## config.mk

```make
export PLATFORM = sky130hd
export DESIGN_NAME = prog_loader
export DESIGN_NICKNAME = d
export VERILOG_FILES = /design/src/rtl/prog_loader.sv
export SDC_FILE = /design/constraint.sdc
export NUM_CORES = 1
export LEC_CHECK = 0
export CORE_ASPECT_RATIO = 0.6
export CORE_MARGIN = 2
export CORE_UTILIZATION = 40
export CTS_BUF_LIST = sky130_fd_sc_hd__clkbuf_8
export DETAILED_ROUTE_END_ITERATION = 8
export MAX_ROUTING_LAYER = met4
export PLACE_DENSITY = 0.71
export SYNTH_ARGS = -nofsm -noshare
export SYNTH_HDL_FRONTEND = slang
export SYNTH_SLANG_ARGS = --single-unit
```

## constraint.sdc

```tcl
create_clock -name clk -period 3.4 [get_ports clk]
set_clock_uncertainty 0.15 [all_clocks]
set_input_delay 0.68 -clock clk [delete_from_list [all_inputs] [get_ports clk]]
set_output_delay 0.68 -clock clk [all_outputs]
set_load 0.03 [all_outputs]
```

## src/rtl/prog_loader.sv

```systemverilog
// UART (8N1, LSB first) program loader: fills program RAM addresses 0..DEPTH-1
// in order while load_mode is high, holding the CPU in clear throughout.
module prog_loader #(
  parameter int CLKS_PER_BIT = 434,
  parameter int DEPTH        = 16
) (
  input  logic       clk,
  input  logic       clr,
  input  logic       rx,
  input  logic       load_mode,
  output logic       cpu_hold,
  output logic       ram_we,
  output logic [3:0] ram_addr,
  output logic [7:0] ram_data,
  output logic       busy,
  output logic       done,
  output logic       frame_err,
  output logic [2:0] dbg_state
);

  localparam int BW = $clog2(CLKS_PER_BIT);
  localparam logic [BW-1:0] BAUD_FULL = BW'(CLKS_PER_BIT - 1);
  // Detect cycle plus START countdown together span CLKS_PER_BIT/2 cycles.
  localparam logic [BW-1:0] BAUD_HALF = BW'(CLKS_PER_BIT / 2 - 2);
  localparam logic [3:0]    LAST_ADDR = 4'(DEPTH - 1);

  typedef enum logic [2:0] {
    S_IDLE  = 3'd0,
    S_START = 3'd1,
    S_DATA  = 3'd2,
    S_STOP  = 3'd3,
    S_WRITE = 3'd4,
    S_FULL  = 3'd5
  } state_t;

  state_t          state_q, state_d;
  logic [BW-1:0]   baud_q, baud_d;
  logic [2:0]      bit_q, bit_d;
  logic [7:0]      shift_q, shift_d;
  logic [3:0]      addr_q, addr_d;
  logic            done_q, done_d;
  logic            ferr_q, ferr_d;
  logic            rx_s1_q, rx_s2_q;
  logic            lm_q;
  logic            rxs;
  logic            lm_rise;

  assign rxs     = rx_s2_q;
  assign lm_rise = load_mode & ~lm_q;

  always_ff @(posedge clk or posedge clr) begin
    if (clr) begin
      state_q <= S_IDLE;
      baud_q  <= '0;
      bit_q   <= '0;
      shift_q <= '0;
      addr_q  <= '0;
      done_q  <= 1'b0;
      ferr_q  <= 1'b0;
      rx_s1_q <= 1'b1;
      rx_s2_q <= 1'b1;
      lm_q    <= 1'b0;
    end else begin
      state_q <= state_d;
      baud_q  <= baud_d;
      bit_q   <= bit_d;
      shift_q <= shift_d;
      addr_q  <= addr_d;
      done_q  <= done_d;
      ferr_q  <= ferr_d;
      rx_s1_q <= rx;
      rx_s2_q <= rx_s1_q;
      lm_q    <= load_mode;
    end
  end

  always_comb begin
    state_d = state_q;
    baud_d  = baud_q;
    bit_d   = bit_q;
    shift_d = shift_q;
    addr_d  = addr_q;
    done_d  = done_q;
    ferr_d  = ferr_q;
    if (lm_rise) begin
      addr_d = '0;
      done_d = 1'b0;
      ferr_d = 1'b0;
    end
    if (!load_mode) begin
      state_d = S_IDLE;
    end else begin
      unique case (state_q)
        S_IDLE: begin
          // A session restart in this cycle wins over a coincident start bit.
          if (!lm_rise && !done_q && !rxs) begin
            state_d = S_START;
            baud_d  = BAUD_HALF;
          end
        end
        S_START: begin
          if (baud_q == '0) begin
            state_d = rxs ? S_IDLE : S_DATA;
            baud_d  = BAUD_FULL;
            bit_d   = '0;
          end else begin
            baud_d = baud_q - 1'b1;
          end
        end
        S_DATA: begin
          if (baud_q == '0) begin
            shift_d = {rxs, shift_q[7:1]};
            baud_d  = BAUD_FULL;
            bit_d   = bit_q + 3'd1;
            if (bit_q == 3'd7) state_d = S_STOP;
          end else begin
            baud_d = baud_q - 1'b1;
          end
        end
        S_STOP: begin
          if (baud_q == '0) begin
            if (rxs) begin
              state_d = S_WRITE;
            end else begin
              ferr_d  = 1'b1;
              state_d = S_IDLE;
            end
          end else begin
            baud_d = baud_q - 1'b1;
          end
        end
        S_WRITE: begin
          if (addr_q == LAST_ADDR) begin
            addr_d  = '0;
            done_d  = 1'b1;
            state_d = S_FULL;
          end else begin
            addr_d  = addr_q + 4'd1;
            state_d = S_IDLE;
          end
        end
        S_FULL:  state_d = S_FULL;
        default: state_d = S_IDLE;
      endcase
    end
  end

  // ram_we is a single-cycle strobe; ram_addr/ram_data are valid for exactly
  // that cycle and the RAM has no way to stall it.
  always_comb begin
    cpu_hold  = load_mode;
    ram_we    = (state_q == S_WRITE) && load_mode;
    busy      = (state_q == S_START) || (state_q == S_DATA) ||
                (state_q == S_STOP)  || (state_q == S_WRITE);
    ram_addr  = addr_q;
    ram_data  = shift_q;
    done      = done_q;
    frame_err = ferr_q;
    dbg_state = state_q;
  end

endmodule

```

==> results.py <==
metrics = {
    "clocking": {
        "cts_buffer_depth": 2,
        "cts_setup_buffers": 0,
        "path_clk_slew_ns": 0.07,
        "cts_root_buf": "clkbuf_8",
        "cts_tree": "built",
        "numCtsBuffers": 5,
        "clkLatencyLatePin_ns": 0.28,
        "cts_resized": 0,
        "hold_buffers": 0,
        "htreeDepth": 2,
        "clock_sinks": 32,
    },
    "sta": {
        "fin_ws_ns": 0.3728,
        "setup_tns_ns": 0,
        "max_freq_mhz": 330.3,
        "period_share_pct": 89.03,
        "report.final.slew_viol_count": 0,
        "maxSlewHeadroom_pct": 63.65,
        "finalSetupViolCount": 0,
        "fin_crit_ns": 3.027,
        "worst_pin_slew_ns": 0.5453,
        "finalHoldViolCount": 0,
        "rsz0062_at_grt": "false",
    },
    "route": {
        "route.detailed.drc": 0,
        "dr.pass1.iters": 4,
        "drtIter0Drc": 64,
        "wl_per_cell_microns": 15.97,
        "drtAntennaViolNets": 0,
        "via_count": 1337,
        "drt-total-wl_microns": 3720,
        "viasPerCell": 5.738,
    },
    "global_routing": {
        "grt_start_max_net_pins": 33,
        "grt_remaining_overflow": 0,
        "grt_first_pass_wirelength_microns": 6189,
        "grt_pass1_vias": 1255,
        "antenna_found_initial": 0,
        "track_usage_pct": 18.47,
    },
    "logic_synthesis": {
        "synth_top_area_share_pct": 45.35,
        "synth_area_sq_um": 1655,
        "synthArstFlopShare_pct": 100.0,
        "ys_types": 44,
        "synth-seq-cells": 32,
        "netlist_instances": 157,
        "avgSynthCellArea_sq_um": 10.54,
        "ys_warn_count": 0,
        "synthFlopType": "dfrtp_1",
        "ys_seq_area_share_pct": 48.53,
        "synth_area_leaders": "dfrtp_1 45%, mux2_4 6.3%, ha_1 3.8%",
        "synth.net_count": 166,
        "synth_edf_count": 0,
        "synth_top_cell_by_area": "dfrtp_1",
    },
    "pwr": {
        "p_per_area_nw_per_um2": 380.7,
        "leakagePower_nw": 0.8835,
        "vdd_ir_drop_max_uv": 215.5,
    },
    "critical_path": {
        "endpoint": "ram_we",
        "cp-startpoint": "dbg_state[0]",
        "cp-start-kind": "register",
        "reg2reg_depth": 7,
        "required_ns": 2.57,
        "worstSetupEndpointType": "primary output",
        "path_class": "reg -> out",
        "r2r_start": "baud_q[0]",
        "rr_endpoint": "baud_q[0]",
        "reg2reg_setup_slack_ns": 0.89,
        "critPathMaxFanout": 13,
        "arrival_ns": 2.20,
    },
    "placed_design": {
        "pre_cts_ws_ns": 0.5132,
        "port_buffers": 23,
        "place.gp.congestion": 0.8622,
        "hpwl_microns": 2718,
    },
    "layout": {
        "n_antenna_cell": 0,
        "syn_to_final_growth_pct": 21.69,
        "final_core_util_pct": 49.97,
        "nNetsFinal": 191,
        "drive_gt1_share_pct": 13.11,
    },
    "floorplanning": {
        "die_x_microns": 87.05,
        "num_rows": 18,
        "die_h_microns": 53.83,
        "ios": 24,
        "coreArea_sq_um": 4031,
        "dieArea_sq_um": 4686,
        "start_util_pct": 41.06,
    },
    "run": {
        "max_cap_violations": 0,
    },
    "outcome": {
        "outcome": "finished, final reports clean",
    },
    "worst_hold_path": {
        "min_path_type": "reg -> reg",
    },
}
worst max-delay path, stage by stage, from the launching register on:
cell and delay, ns:
dfrtp_1 0.51, nor2_1 0.43, and3_1 0.29, clkdlybuf4s50_1 0.69
worst min-delay path by stage:
stage	cells past startpoint	slack (ns)	start	endpoint
after floorplan	0	0.20	rx_s1_q	rx_s2_q
after detailed placement	0	0.20	rx_s1_q	rx_s2_q
final	0	0.20	rx_s1_q	rx_s2_q
after global placement	0	0.20	rx_s1_q	rx_s2_q
after CTS	0	0.20	rx_s1_q	rx_s2_q
after global routing	0	0.21	rx_s1_q	rx_s2_q
cell type report:
type                       instances  area (sq um)
tap                               50         62.56
sequential                        32         803.3
clock inverter                     2         7.507
clock buffer                       6         82.58
fill                             369          2017
multi-input combinational        111         787.0
inverter                           7         26.28
timing repair buffer              25         245.2
Yosys cell counts (all sizes together), types with 2 or more instances:
| cell type | count |
|---|---|
| clkbuf | 4 |
| mux2 | 9 |
| nand2 | 15 |
| o31ai | 2 |
| and3 | 4 |
| or4 | 2 |
| o211ai | 2 |
| a22o | 6 |
| dfstp | 2 |
| o21ai | 11 |
| nor2 | 15 |
| ha | 5 |
| xnor2 | 2 |
| inv | 7 |
| nand3 | 3 |
| nand2b | 2 |
| o22a | 3 |
| a21oi | 10 |
| buf | 3 |
| nor3 | 2 |
| a31oi | 3 |
| dfrtp | 30 |
metrics by stage:
step	area (sq um)	total power, mW	hold WS, ns	instances
2_1_floorplan	1655	0.4593	0.1952	157
3_3_place_gp	1924	0.4815	0.1977	225
3_5_place_dp	1924	0.4869	0.1985	225
4_1_cts	2014	0.7770	0.2016	233
5_1_grt	2014	0.8094	0.2126	233
6_report	2014	0.7668	0.1987	233
cell usage in the layout (no fill, tap or decap), types with 2 or more instances in the layout:
cell type,netlist,final
a21oi_1,10,10
a31oi_1,3,3
nand3_1,3,3
ha_1,5,5
a22o_1,6,6
nor3_1,2,2
clkbuf_8,0,6
buf_4,1,2
nand2_1,14,14
nor2_1,15,15
xnor2_1,2,2
inv_1,7,9
o211ai_1,2,2
nand2b_1,2,2
mux2_4,7,7
o22a_1,3,3
dfstp_2,2,2
o31ai_1,2,2
o21ai_0,8,8
clkdlybuf4s50_1,0,23
o21ai_1,3,3
and3_1,4,4
dfrtp_1,30,30
flip-flops by register name, indices dropped and copies added (netlist names), 3 cells and up:
signal / cells
dbg_state: 3
ram_data: 8
ram_addr: 4
baud_q: 9
bit_q: 3
power breakdown:
group | total [mW] | internal, mW | switching [mW]
Clock | 0.286 | 0.159 | 0.127
Sequential | 0.408 | 0.392 | 0.0164
Combinational | 0.0726 | 0.0266 | 0.0459
kinds of logic after synthesis:
family	after synthesis	share of synthesized area, %
adders and majority gates	5	3.779
AOI/OAI and AO/OA	43	17.69
DFF	32	48.53
and+or+nand+nor	51	16.70
xor gates and xnor gates	2	1.058
muxes	10	8.314
buffers and inverters	14	3.930
per-layer routing:
layer  vias up  wire, microns  track usage (%)
met5         -              0                -
met4         0             32            5.990
met3         6            291            6.442
met2        59           1655            28.37
met1       650           1741            23.09
li1        622              -                -
No activity file was read; power rests on OpenSTA's default activity.
